**src/rtl/cordic_vec_iter.sv**
```systemverilog
// Iterative CORDIC vectoring engine: one micro-rotation per clock. Returns the
// gain-scaled magnitude (x * K, uncompensated) and atan2(y, x) of the input vector.
module cordic_vec_iter #(
  parameter int unsigned CORDIC_WIDTH = 22,
  parameter int unsigned ANGLE_WIDTH  = 22,
  parameter int unsigned N_ITER       = 16
) (
  input  logic                    clk,
  input  logic                    nreset,
  input  logic [CORDIC_WIDTH-1:0] x_in,
  input  logic [CORDIC_WIDTH-1:0] y_in,
  input  logic                    enable,
  output logic [CORDIC_WIDTH+1:0] x_out,
  output logic [ANGLE_WIDTH-1:0]  z_out,
  output logic                    op_vld,
  output logic                    busy
);

  localparam int unsigned DW = CORDIC_WIDTH + 2;
  localparam int unsigned IW = (N_ITER > 1) ? $clog2(N_ITER) : 1;
  localparam logic [IW-1:0] LastIter = IW'(N_ITER - 1);

  // +pi/2 in angle units (2^(ANGLE_WIDTH-1) LSB = pi)
  localparam logic [ANGLE_WIDTH-1:0] HalfPi = {2'b01, {(ANGLE_WIDTH-2){1'b0}}};

  // The arctangent table is held at 22-bit angle scale; other widths rescale it.
  localparam int unsigned AngShl = (ANGLE_WIDTH >= 22) ? ANGLE_WIDTH - 22 : 0;
  localparam int unsigned AngShr = (ANGLE_WIDTH < 22) ? 22 - ANGLE_WIDTH : 0;
  localparam logic [63:0] AngRnd = (AngShr > 0) ? (64'd1 << (AngShr - 1)) : 64'd0;

  typedef enum logic [1:0] {StIdle, StRot, StDone} state_e;

  state_e                  state_q, state_d;
  logic [IW-1:0]           iter_q, iter_d;
  logic signed [DW-1:0]    x_q, x_d, y_q, y_d;
  logic [ANGLE_WIDTH-1:0]  z_q, z_d;
  logic                    zero_q, zero_d;
  logic signed [DW-1:0]    x_out_q, x_out_d;
  logic [ANGLE_WIDTH-1:0]  z_out_q, z_out_d;
  logic                    op_vld_q, op_vld_d;
  logic                    busy_q, busy_d;

  logic signed [DW-1:0]    x_ext, y_ext, x_pre, y_pre;
  logic [ANGLE_WIDTH-1:0]  z_pre;
  logic signed [DW-1:0]    x_sh, y_sh, x_rot, y_rot;
  logic [ANGLE_WIDTH-1:0]  z_rot, a_i;

  // atan(2^-i) scaled so that 2^21 = pi, rounded to nearest
  function automatic logic [ANGLE_WIDTH-1:0] angle_lut(input int unsigned idx);
    logic [63:0] base;
    logic [63:0] scaled;
    case (idx)
      0:       base = 64'd524288;
      1:       base = 64'd309506;
      2:       base = 64'd163534;
      3:       base = 64'd83012;
      4:       base = 64'd41667;
      5:       base = 64'd20854;
      6:       base = 64'd10430;
      7:       base = 64'd5215;
      8:       base = 64'd2608;
      9:       base = 64'd1304;
      10:      base = 64'd652;
      11:      base = 64'd326;
      12:      base = 64'd163;
      13:      base = 64'd81;
      14:      base = 64'd41;
      15:      base = 64'd20;
      16:      base = 64'd10;
      17:      base = 64'd5;
      18:      base = 64'd3;
      19:      base = 64'd1;
      20:      base = 64'd1;
      default: base = 64'd0;
    endcase
    scaled = ((base << AngShl) + AngRnd) >> AngShr;
    return scaled[ANGLE_WIDTH-1:0];
  endfunction

  assign x_ext = {{2{x_in[CORDIC_WIDTH-1]}}, x_in};
  assign y_ext = {{2{y_in[CORDIC_WIDTH-1]}}, y_in};

  // Pre-rotation by +/-pi/2 folds the left half-plane into the CORDIC convergence range
  always_comb begin
    x_pre = x_ext;
    y_pre = y_ext;
    z_pre = '0;
    if (x_ext[DW-1]) begin
      if (!y_ext[DW-1]) begin
        x_pre = y_ext;
        y_pre = -x_ext;
        z_pre = HalfPi;
      end else begin
        x_pre = -y_ext;
        y_pre = x_ext;
        z_pre = -HalfPi;
      end
    end
  end

  // One micro-rotation driving y toward zero; z wraps modulo 2^ANGLE_WIDTH
  always_comb begin
    x_sh = x_q >>> iter_q;
    y_sh = y_q >>> iter_q;
    a_i  = angle_lut(32'(iter_q));
    if (!y_q[DW-1]) begin
      x_rot = x_q + y_sh;
      y_rot = y_q - x_sh;
      z_rot = z_q + a_i;
    end else begin
      x_rot = x_q - y_sh;
      y_rot = y_q + x_sh;
      z_rot = z_q - a_i;
    end
  end

  // Next-state and registered-output logic
  always_comb begin
    state_d  = state_q;
    iter_d   = iter_q;
    x_d      = x_q;
    y_d      = y_q;
    z_d      = z_q;
    zero_d   = zero_q;
    x_out_d  = x_out_q;
    z_out_d  = z_out_q;
    op_vld_d = 1'b0;
    busy_d   = busy_q;
    unique case (state_q)
      StIdle: begin
        if (enable) begin
          state_d = StRot;
          iter_d  = '0;
          x_d     = x_pre;
          y_d     = y_pre;
          z_d     = z_pre;
          // y >= 0 steering would accumulate a bogus angle for a null vector
          zero_d  = (x_in == '0) && (y_in == '0);
          busy_d  = 1'b1;
        end
      end
      StRot: begin
        x_d = x_rot;
        y_d = y_rot;
        z_d = z_rot;
        if (iter_q == LastIter) begin
          state_d  = StDone;
          iter_d   = '0;
          x_out_d  = x_rot;
          z_out_d  = zero_q ? '0 : z_rot;
          op_vld_d = 1'b1;
        end else begin
          iter_d = iter_q + IW'(1);
        end
      end
      StDone: begin
        state_d = StIdle;
        busy_d  = 1'b0;
      end
      default: begin
        state_d = StIdle;
        busy_d  = 1'b0;
      end
    endcase
  end

  // State and output registers with asynchronous active-low reset
  always_ff @(posedge clk or negedge nreset) begin
    if (!nreset) begin
      state_q  <= StIdle;
      iter_q   <= '0;
      x_q      <= '0;
      y_q      <= '0;
      z_q      <= '0;
      zero_q   <= 1'b0;
      x_out_q  <= '0;
      z_out_q  <= '0;
      op_vld_q <= 1'b0;
      busy_q   <= 1'b0;
    end else begin
      state_q  <= state_d;
      iter_q   <= iter_d;
      x_q      <= x_d;
      y_q      <= y_d;
      z_q      <= z_d;
      zero_q   <= zero_d;
      x_out_q  <= x_out_d;
      z_out_q  <= z_out_d;
      op_vld_q <= op_vld_d;
      busy_q   <= busy_d;
    end
  end

  assign x_out  = x_out_q;
  assign z_out  = z_out_q;
  assign op_vld = op_vld_q;
  assign busy   = busy_q;

endmodule

```
**config.mk**
```make
export PLATFORM = sky130hd
export DESIGN_NAME = cordic_vec_iter
export DESIGN_NICKNAME = d
export VERILOG_FILES = /design/src/rtl/cordic_vec_iter.sv
export SDC_FILE = /design/constraint.sdc
export NUM_CORES = 1
export LEC_CHECK = 0
export CAP_MARGIN = 30
export CORE_ASPECT_RATIO = 0.75
export CORE_MARGIN = 2
export CORE_UTILIZATION = 50
export CTS_BUF_LIST = sky130_fd_sc_hd__clkbuf_16
export CTS_CLUSTER_DIAMETER = 60
export DETAILED_ROUTE_END_ITERATION = 10
export GPL_TIMING_DRIVEN = 0
export PLACE_DENSITY = 0.69
export SKIP_LAST_GASP = 1
export SYNTH_ARGS = -nofsm -noshare
export SYNTH_HDL_FRONTEND = slang
export SYNTH_SLANG_ARGS = --single-unit
```
**constraint.sdc**
```tcl
create_clock -name clk -period 5.5 [get_ports clk]
set_input_delay 0.825 -clock clk [delete_from_list [all_inputs] [get_ports clk]]
set_output_delay 0.825 -clock clk [all_outputs]
set_load 0.01 [all_outputs]
```
==> impl_metrics.ini, run 1 <==
[global_routing]
grt_max_degree = 65
grt_first_pass_wirelength_um = 86800
grt_antenna_before_repair = 2
grt_pass1_vias = 13700
grt.overflow.total = 0
gr-usage-all-layers_pct = 40.0

[yosys]
synth_top_area_share_pct = 22.4
yosysWarnings = 0
synth_edf_count = 0
ys_ff_latch = 125
synthFlopType = dfrtp_1
synth_area_leaders = dfrtp_1, ha_1, mux4_2
synth_nets = 1839
syn_area_um2 = 13900
seq_area_frac_synth_pct = 22.4
synth.avg_cell_area_um2 = 8.19
synthArstFlopShare_pct = 100
synth_top_area_cell = dfrtp_1
synthCells = 1702
synthDistinctLibCells = 89

[clock_network]
htree_levels = 4
postCtsHoldBufs = 0
numCtsBuffers = 17
cts_root_buffer = clkbuf_16
cts_tree = yes
clk_latency_ns = 0.47
cts_sinks = 125
ctsLongestPathBuffers = 2
cts.clk_slew.worst_paths_ns = 0.07

[placed_design]
hpwl_um = 44700
place_congestion = 1.03
place_area_um2 = 15300
io_buffers = 92

[timing]
hold_slack_ns = 0.337
clock.fmax_mhz = 182
min_period_ns = 5.51
timing.setup.tns_ns = -0.00736
hold_viol_final = 0
maxSlewHeadroom_pct = 33.0
skew_ns = 0.0145
worstMarginPinSlew_ns = 1.00
slew_violations = 0
setup_ws_ns = -0.00736
finalCritPeriodShare_pct = 100
setup_viol = 1

[floorplan]
die_x_um = 197
rows = 52
dieArea_um2 = 29200
core_um2 = 27200
die_height_um = 149
start_util_pct = 51.2
boundaryPins = 95

[routing]
ant_nets = 0
vias = 15100
drt_iter0_drc = 2062
totalWireLength_um = 59300
first_pass_iters = 8
wl_per_cell_um = 26.6
avgViaCountPerCell = 6.76
drc = 0

[worst_setup_path]
cp_max_fo = 10
crit_slowest_cell = xnor2_2
arrival_ns = 5.86
cpPeakStageDelay_ns = 0.46
startpoint_type = flip-flop
critPathKind = reg -> reg
worst-path-buf-inv = 5
crit_family = compound AO/OA/AOI/OAI gates
cp_cell_sequence = buf_4 -> buf_4 -> buf_6 -> clkbuf_8 -> buf_4 -> a211oi_1 -> a21oi_1 -> nand2_1 -> o21ai_4 -> ha_4 -> a31oi_1 -> xnor2_2 -> ha_1 -> o21ai_1 -> a22oi_1 -> nor4b_2 -> o21bai_1 -> a221o_1 -> o21a_1 -> nor2_1 -> xnor2_1 -> mux2_2
endpoint_kind = flip-flop
required_ns = 5.85
crit_top_cell = buf_4

[final_layout]
post-route-util_pct = 63.4
nNetsFinal = 1998
drive_gt1_share_pct = 16.6
final_area_um2 = 17200
area_growth_pct = 23.7

[run_status]
status = finished, violations left
violations = setup timing

[flow_run]
cap_violations = 0

[min_path]
hp-class = in -> async
worst paths after layout:
path / startpoint / depth (start not counted) / slack [ns] / endpoint
hold / removal: nreset / 1 / 0.34 / x_out[19]
setup / recovery: iter_q[3] / 22 / -0.007 / x_out[15]
setup reg to reg: iter_q[3] / 22 / -0.007 / x_out[15]
hold reg to reg: z_out[7] / 2 / 0.48 / z_out[7]
max in group asynchronous: nreset / 2 / 4.39 / z_q[7]
min in group clk: z_out[7] / 2 / 0.48 / z_out[7]
worst register-to-register path: cells and delay by family (launching register included):
family                     cells  cell delay (ns)
muxes                          1             0.29
AOI/OAI and AO/OA              9             1.63
DFF                            1             0.44
adders and majority gates      2             0.61
xor gates and xnor gates       2             0.61
buffers and inverters          5             1.16
and+or+nand+nor                3             0.65
cells by family (layout without fill, tap and decap cells):
| family | Yosys count | count (layout) | synth area share (%) |
|---|---|---|---|
| fa+ha+maj | 90 | 90 | 8.24 |
| xor+xnor | 146 | 146 | 9.28 |
| compound gates | 540 | 540 | 25.4 |
| mux | 128 | 128 | 13.1 |
| buf+inv | 155 | 327 | 4.62 |
| flops | 125 | 125 | 22.4 |
| simple gates | 518 | 518 | 17.0 |
| other cells | 0 | 1 | 0 |
per-layer routing:
layer	wire length, um	global-route usage, %	vias to the layer above
met2	23700	54.6	1013
li1	-	-	6616
met5	13	0	-
met3	7940	13.3	155
met1	25700	58.9	7269
met4	1900	13.0	2
what timing repair did:
item / CTS / global route
pin swaps: 12 / 32
endpoints found under the setup margin: 76 / 32
gates resized for setup: 121 / 79
buffers inserted: 16 / 35
endpoints found under the hold margin: 0 / 0
cell type report:
class / instances / area, um^2
clock inverter: 15 / 191
antenna: 1 / 2.50
multi-input combinational: 1422 / 10900
inverter: 50 / 191
fill: 2394 / 9970
tap: 351 / 439
buffer: 101 / 644
clock buffer: 17 / 425
timing repair buffer: 144 / 1340
sequential: 125 / 3130
cell usage in the layout (no fill, tap or decap), drive strengths merged, types with 53 or more instances in the layout:
master,Yosys,final
ha,87,87
clkbuf,73,86
nand2,188,188
inv,49,57
dfrtp,125,125
clkdlybuf4s50,0,91
xnor2,86,86
o21ai,113,113
mux2i,53,53
xor2,59,59
buf,32,85
nor2,165,165
a21oi,153,153
flip-flops by register name, indices dropped and copies added (netlist names):
name,count
x_out,24
busy,1
iter_q,4
zero_q,1
state_q,2
y_q,24
z_out,22
x_q,24
z_q,22
op_vld,1
through the flow:
step / setup WS, ns / cells
floorplan: 0.00870 / 1702
global placement: -1.91 / 2145
detailed placement: -1.77 / 2146
CTS: -0.0176 / 2193
global route: -0.164 / 2225
finish: -0.00736 / 2226
Yosys cell counts (all sizes together), types with 26 or more instances:
| master | count |
|---|---|
| inv | 49 |
| nand2 | 188 |
| ha | 87 |
| mux4 | 39 |
| a21oi | 153 |
| clkbuf | 73 |
| dfrtp | 125 |
| xnor2 | 86 |
| nor2 | 165 |
| mux2i | 53 |
| buf | 32 |
| a22o | 33 |
| a211oi | 32 |
| mux2 | 36 |
| nor3 | 26 |
| o22ai | 28 |
| o21ai | 113 |
| xor2 | 59 |
Power of run 1 is left out: the tool's default activity adds up to more than one toggle a clock period on the data nets, which glitch-free logic cannot reach.
==> run 2, diff against run 1 <==
--- a/config.mk
+++ b/config.mk
@@ -6,7 +6,7 @@
 export NUM_CORES = 1
 export LEC_CHECK = 0
 export CAP_MARGIN = 30
-export CORE_ASPECT_RATIO = 0.75
+export CORE_ASPECT_RATIO = 0.8
 export CORE_MARGIN = 2
 export CORE_UTILIZATION = 50
 export CTS_BUF_LIST = sky130_fd_sc_hd__clkbuf_16
==> impl_metrics.ini, run 2 (synthesis gave the netlist of run 1 again) <==
[worst_setup_path]
cpPeakStageDelay_ns = 0.44
cp.depth = 20
cp_max_fo = 10
startpoint_type = flip-flop
crit_slowest_cell = dfrtp_2
endpoint_kind = flip-flop
cp_cell_sequence = clkbuf_4 -> clkbuf_4 -> clkbuf_4 -> buf_4 -> clkbuf_4 -> nand2_1 -> o21ai_4 -> ha_2 -> nor2b_1 -> a31oi_1 -> xnor2_2 -> ha_1 -> clkbuf_1 -> a2111o_1 -> a41oi_1 -> a21oi_2 -> a41oi_2 -> a211o_1 -> xnor3_1 -> mux2_2
arrival_ns = 5.79
critPathKind = reg -> reg
crit_family = buffers and inverters
worst-path-buf-inv = 6
r2r_cells = 20
required_ns = 5.83
crit_top_cell = clkbuf_4

[clock_network]
htree_levels = 4
cts_tree = yes
postCtsHoldBufs = 0
cts_sinks = 125
cts.clk_slew.worst_paths_ns = 0.07
numCtsBuffers = 17
clk_latency_ns = 0.45
ctsLongestPathBuffers = 2
cts_root_buffer = clkbuf_16

[timing]
maxSlewHeadroom_pct = 31.3
hold_slack_ns = 0.343
finalCritPeriodShare_pct = 99.2
skew_ns = 0.0133
slew_violations = 0
hold_viol_final = 0
grt_setup_unrepaired = yes
min_period_ns = 5.46
setup_viol = 0
clock.fmax_mhz = 183
worstMarginPinSlew_ns = 1.03

[flow_run]
cap_violations = 0

[global_routing]
grt_pass1_vias = 13900
grt_first_pass_wirelength_um = 86300
grt_antenna_before_repair = 0
gr-usage-all-layers_pct = 39.3
grt_max_degree = 64
grt.overflow.total = 0

[placed_design]
hpwl_um = 43800
io_buffers = 92
dp_cells = 2159
place_area_um2 = 15300
place_congestion = 1.05

[floorplan]
rows = 54
boundaryPins = 95
dieArea_um2 = 29200
start_util_pct = 50.9
core_um2 = 27400
die_height_um = 153
die_x_um = 191

[min_path]
hp-class = in -> async

[routing]
ant_nets = 0
totalWireLength_um = 57900
wl_per_cell_um = 26.1
avgViaCountPerCell = 6.72
drt_iter0_drc = 2162
drc = 0
first_pass_iters = 6
vias = 14900

[final_layout]
nFillCells = 2420
drive_gt1_share_pct = 15.5
final_cell_mix = nand2_1, nor2_1, a21oi_1
area_growth_pct = 21.7
layoutNonFillerInstCount = 2216
final_area_um2 = 17000
final_common_cell = nand2_1
nNetsFinal = 1976
antenna_cells = 0

[run_status]
status = finished clean
## run 2: final timing paths
path | startpoint | end | slack [ns]
max reg2reg | iter_q[2] | x_out[23] | 0.04
min in group clk | x_out[13] | x_out[13] | 0.48
max | iter_q[2] | x_out[23] | 0.04
min | nreset | z_out[0] | 0.34
max in group asynchronous | nreset | z_q[6] | 4.39
min reg2reg | x_out[13] | x_out[13] | 0.48
## run 2: stage by stage
step / setup TNS (ns) / utilization (%) / setup WS [ns]
2_1_floorplan: 0 / - / 0.00870
3_3_place_gp: -254.90 / 56.0 / -1.93
3_5_place_dp: -62.39 / 56.1 / -1.89
4_1_cts: -0.0713 / 60.3 / -0.0542
5_1_grt: -0.235 / 62.0 / -0.0543
6_report: 0 / 62.0 / 0.0443
## run 2: area by class of cell
| cell class | count | area [um^2] | area share, % |
|---|---|---|---|
| well taps | 364 | 455 | 2.69 |
| clock inverters | 15 | 185 | 1.09 |
| inverters | 50 | 195 | 1.15 |
| clock buffers | 17 | 425 | 2.51 |
| multi-input cells | 1422 | 10800 | 63.5 |
| repair buffers | 120 | 1150 | 6.80 |
| flip-flops and latches | 125 | 3130 | 18.5 |
| plain buffers | 103 | 642 | 3.78 |
## run 2: timing repair
action / in CTS / in global routing
endpoints found under the setup margin: 76 / 31
setup buffers: 15 / 12
pin swaps: 13 / 26
hold endpoints to repair: 0 / 0
gates resized for setup: 109 / 85
## run 2: layer usage
| layer | global-route usage [%] | share of wire [%] |
|---|---|---|
| met5 | 2.84 | 0.18 |
| met4 | 16.6 | 4.3 |
| met3 | 12.8 | 13 |
| met2 | 53.9 | 40 |
| met1 | 55.8 | 42 |
Power of run 2 is left out for the same reason.
==> variant (config.mk and constraints of run 1) <==
The output `op_vld` loses its register stage (`op_vld_q` becomes a continuous assignment).
--- a/src/rtl/cordic_vec_iter.sv
+++ b/src/rtl/cordic_vec_iter.sv
@@ -175,7 +175,6 @@
       zero_q   <= 1'b0;
       x_out_q  <= '0;
       z_out_q  <= '0;
-      op_vld_q <= 1'b0;
       busy_q   <= 1'b0;
     end else begin
       state_q  <= state_d;
@@ -186,10 +185,11 @@
       zero_q   <= zero_d;
       x_out_q  <= x_out_d;
       z_out_q  <= z_out_d;
-      op_vld_q <= op_vld_d;
       busy_q   <= busy_d;
     end
   end
+
+  assign op_vld_q = op_vld_d;
 
   assign x_out  = x_out_q;
   assign z_out  = z_out_q;
Check against the original RTL: no difference found for any inputs over 10 cycles, from zero or initial values and one cycle with nreset low; that may be too few to reach the edited logic, so the function may still have changed.
==> variant against run 1 <==
- synthesized cell count is essentially flat
- largest cell class unchanged
- sequential cell count decreased by 1
- critical endpoint is now x_out[23]
- design area fell by 1.0%
- utilization shrank 0.65 points
- setup slack improved by 0.084 ns
- non-clock buffer count is 7 lower
- area after synthesis shrank 0.18%
- wire length shrank 0.23%
Power is left out: the tool's default activity adds up to more than one toggle a clock period on the data nets, which glitch-free logic cannot reach.
==> variant: results (changes against run 1) <==
[placed_design]
hpwlAfterDp_mm = 44.61  ; -0.21%
portBuffers = 92  ; unchanged
dp_slack_ns = -1.972  ; -0.1971 ns
gp_congestion = 1.028  ; -0.35%

[outcome]
outcome = complete, no violations

[timing]
fmax_mhz = 184.4  ; +1.5%
fin_skew_ns = 0.01190  ; -0.002634 ns
finalMaxSlewViolations = 0  ; unchanged
slew-limit-headroom_pct = 28.76  ; -4.3 points

[setup_path]
reg2regPathDepth = 23  ; +4.5%
critPathMaxFanout = 10  ; unchanged
startpoint = iter_q[1]
worstPathArrival_ns = 5.76  ; -0.10 ns
r2r_setup_slack_ns = 0.08  ; +0.08 ns
cp-start-kind = register
crit_end = x_out[23]

[drt]
wl_mm = 59.16  ; -0.23%
topRoutingLayerUsed = met5
wl_met1_mm = 25.60  ; -0.37%
drtAntennaViolNets = 0  ; unchanged
wl_met3_mm = 7.833  ; -1.4%
wl_met2_mm = 24.06  ; +1.3%
avgViaCountPerCell = 6.835  ; +1.1%
detail_route.first_pass.iterations = 6  ; -2
drt_iter0_drc = 2020  ; -2.0%

[synthesis]
synth_top_area_share_pct = 22.31  ; -0.14 points
synth_nets = 1838  ; -0.054%
ys_warn_count = 0  ; unchanged
ys.flop_type = dfrtp_1
ys_async_sr_fraction_pct = 100.0  ; unchanged
yosys-top-cells-area = dfrtp_1, ha_1, mux4_2
synth_cell_types = 89  ; unchanged
yosys-top-cells-count = nand2_1, nor2_1, a21oi_1
ys_seq_area_share_pct = 22.31  ; -0.14 points

[final_layout]
num_antenna_cells = 0  ; -1
layout.nets = 1990  ; -0.40%
drive_gt1_share_pct = 16.18  ; -0.41 points

[global_route]
grt_pass1_vias = 13740  ; +0.54%
grt_antenna_before_repair = 2  ; unchanged
grt_usage_pct = 40.33  ; +0.34 points
grt_pass1_wl_mm = 87.51  ; +0.81%
grt_max_degree = 65  ; unchanged

[clock_tree]
cts_max_path_buffers = 2  ; unchanged
clock_latency_ns = 0.46
ctsHtreeMaxLevel = 4  ; unchanged
root_buffer = clkbuf_16
numCtsBuffers = 17  ; unchanged
clk_pin_slew_ns = 0.07  ; about the same

[min_path]
hold_class = in -> async

variant: cell count changes after synthesis:
cell | before | now
dfrtp_1 | 125 | 124
variant: kinds of logic (layout without fill, tap and decap cells):
| kind of cell | count (synthesis) | after routing | synth area share, % |
|---|---|---|---|
| DFF | 124 | 124 | 22.31 |
| AOI/OAI and AO/OA | 540 | 540 | 25.41 |
| adders and majority gates | 90 | 90 | 8.258 |
| buffers and inverters | 155 | 320 | 4.624 |
| and+or+nand+nor | 518 | 518 | 17.01 |
| muxes | 128 | 128 | 13.10 |
| xor gates and xnor gates | 146 | 146 | 9.293 |
variant: layout make-up:
class                      count  area, um^2
buffer                       102       645.6
clock buffer                  17       425.4
clock inverter                15       167.7
fill                        2359       10140
inverter                      50       195.2
multi-input combinational   1422       10790
sequential                   124        3108
tap                          351       439.2
timing repair buffer         136        1276
variant: through the flow:
stage	cells	setup TNS (ns)	hold WS, ns	area, um^2
2_1_floorplan	1701	0	0.4563	13910
3_3_place_gp	2144	-249.04	0.4615	15270
3_5_place_dp	2145	-67.92	0.4665	15300
4_1_cts	2197	-0.0009321	0.3663	16630
5_1_grt	2217	-0.1443	0.3900	17050
6_report	2217	0	0.3390	17050
variant: what timing repair did:
action | 4_1_cts | 5_1_grt
pin swaps | 17 | 29
cloned | 0 | 0
gates resized for setup | 139 | 58
endpoints found under the setup margin | 81 | 27
setup buffers | 21 | 22
variant: how the worst min path moves through the flow:
| stage | start | to | slack [ns] |
|---|---|---|---|
| 2_1_floorplan | z_q[19] | z_q[19] | 0.46 |
| 3_3_place_gp | x_out[1] | x_out[1] | 0.46 |
| 3_5_place_dp | x_out[4] | x_out[4] | 0.47 |
| 4_1_cts | nreset | z_out[0] | 0.37 |
| 5_1_grt | nreset | z_out[0] | 0.39 |
| 6_report | nreset | z_out[0] | 0.34 |
variant: worst max-delay path: stages (launching register included):
cell and delay, ns:
dfrtp_2 0.41, buf_8 0.14, buf_12 0.15, buf_12 0.16
buf_12 0.17, mux2i_2 0.28, mux2i_1 0.14, o32ai_2 0.26
nand4_1 0.19, buf_4 0.19, a2111oi_4 0.41, and2_4 0.22
nand2_1 0.08, a31oi_2 0.19, o22ai_4 0.14, ha_4 0.36
nand2_2 0.10, o21ai_4 0.20, a2111oi_4 0.06, a21oi_2 0.27
a41oi_2 0.19, a211o_1 0.34, xnor3_1 0.36, mux2_2 0.27
variant: layer usage:
| metal | track usage (%) | vias up |
|---|---|---|
| met2 | 56.03 | 1022 |
| met4 | 12.26 | 2 |
| met3 | 12.74 | 101 |
| met1 | 59.38 | 7435 |
| met5 | 0 | - |
| li1 | - | 6593 |
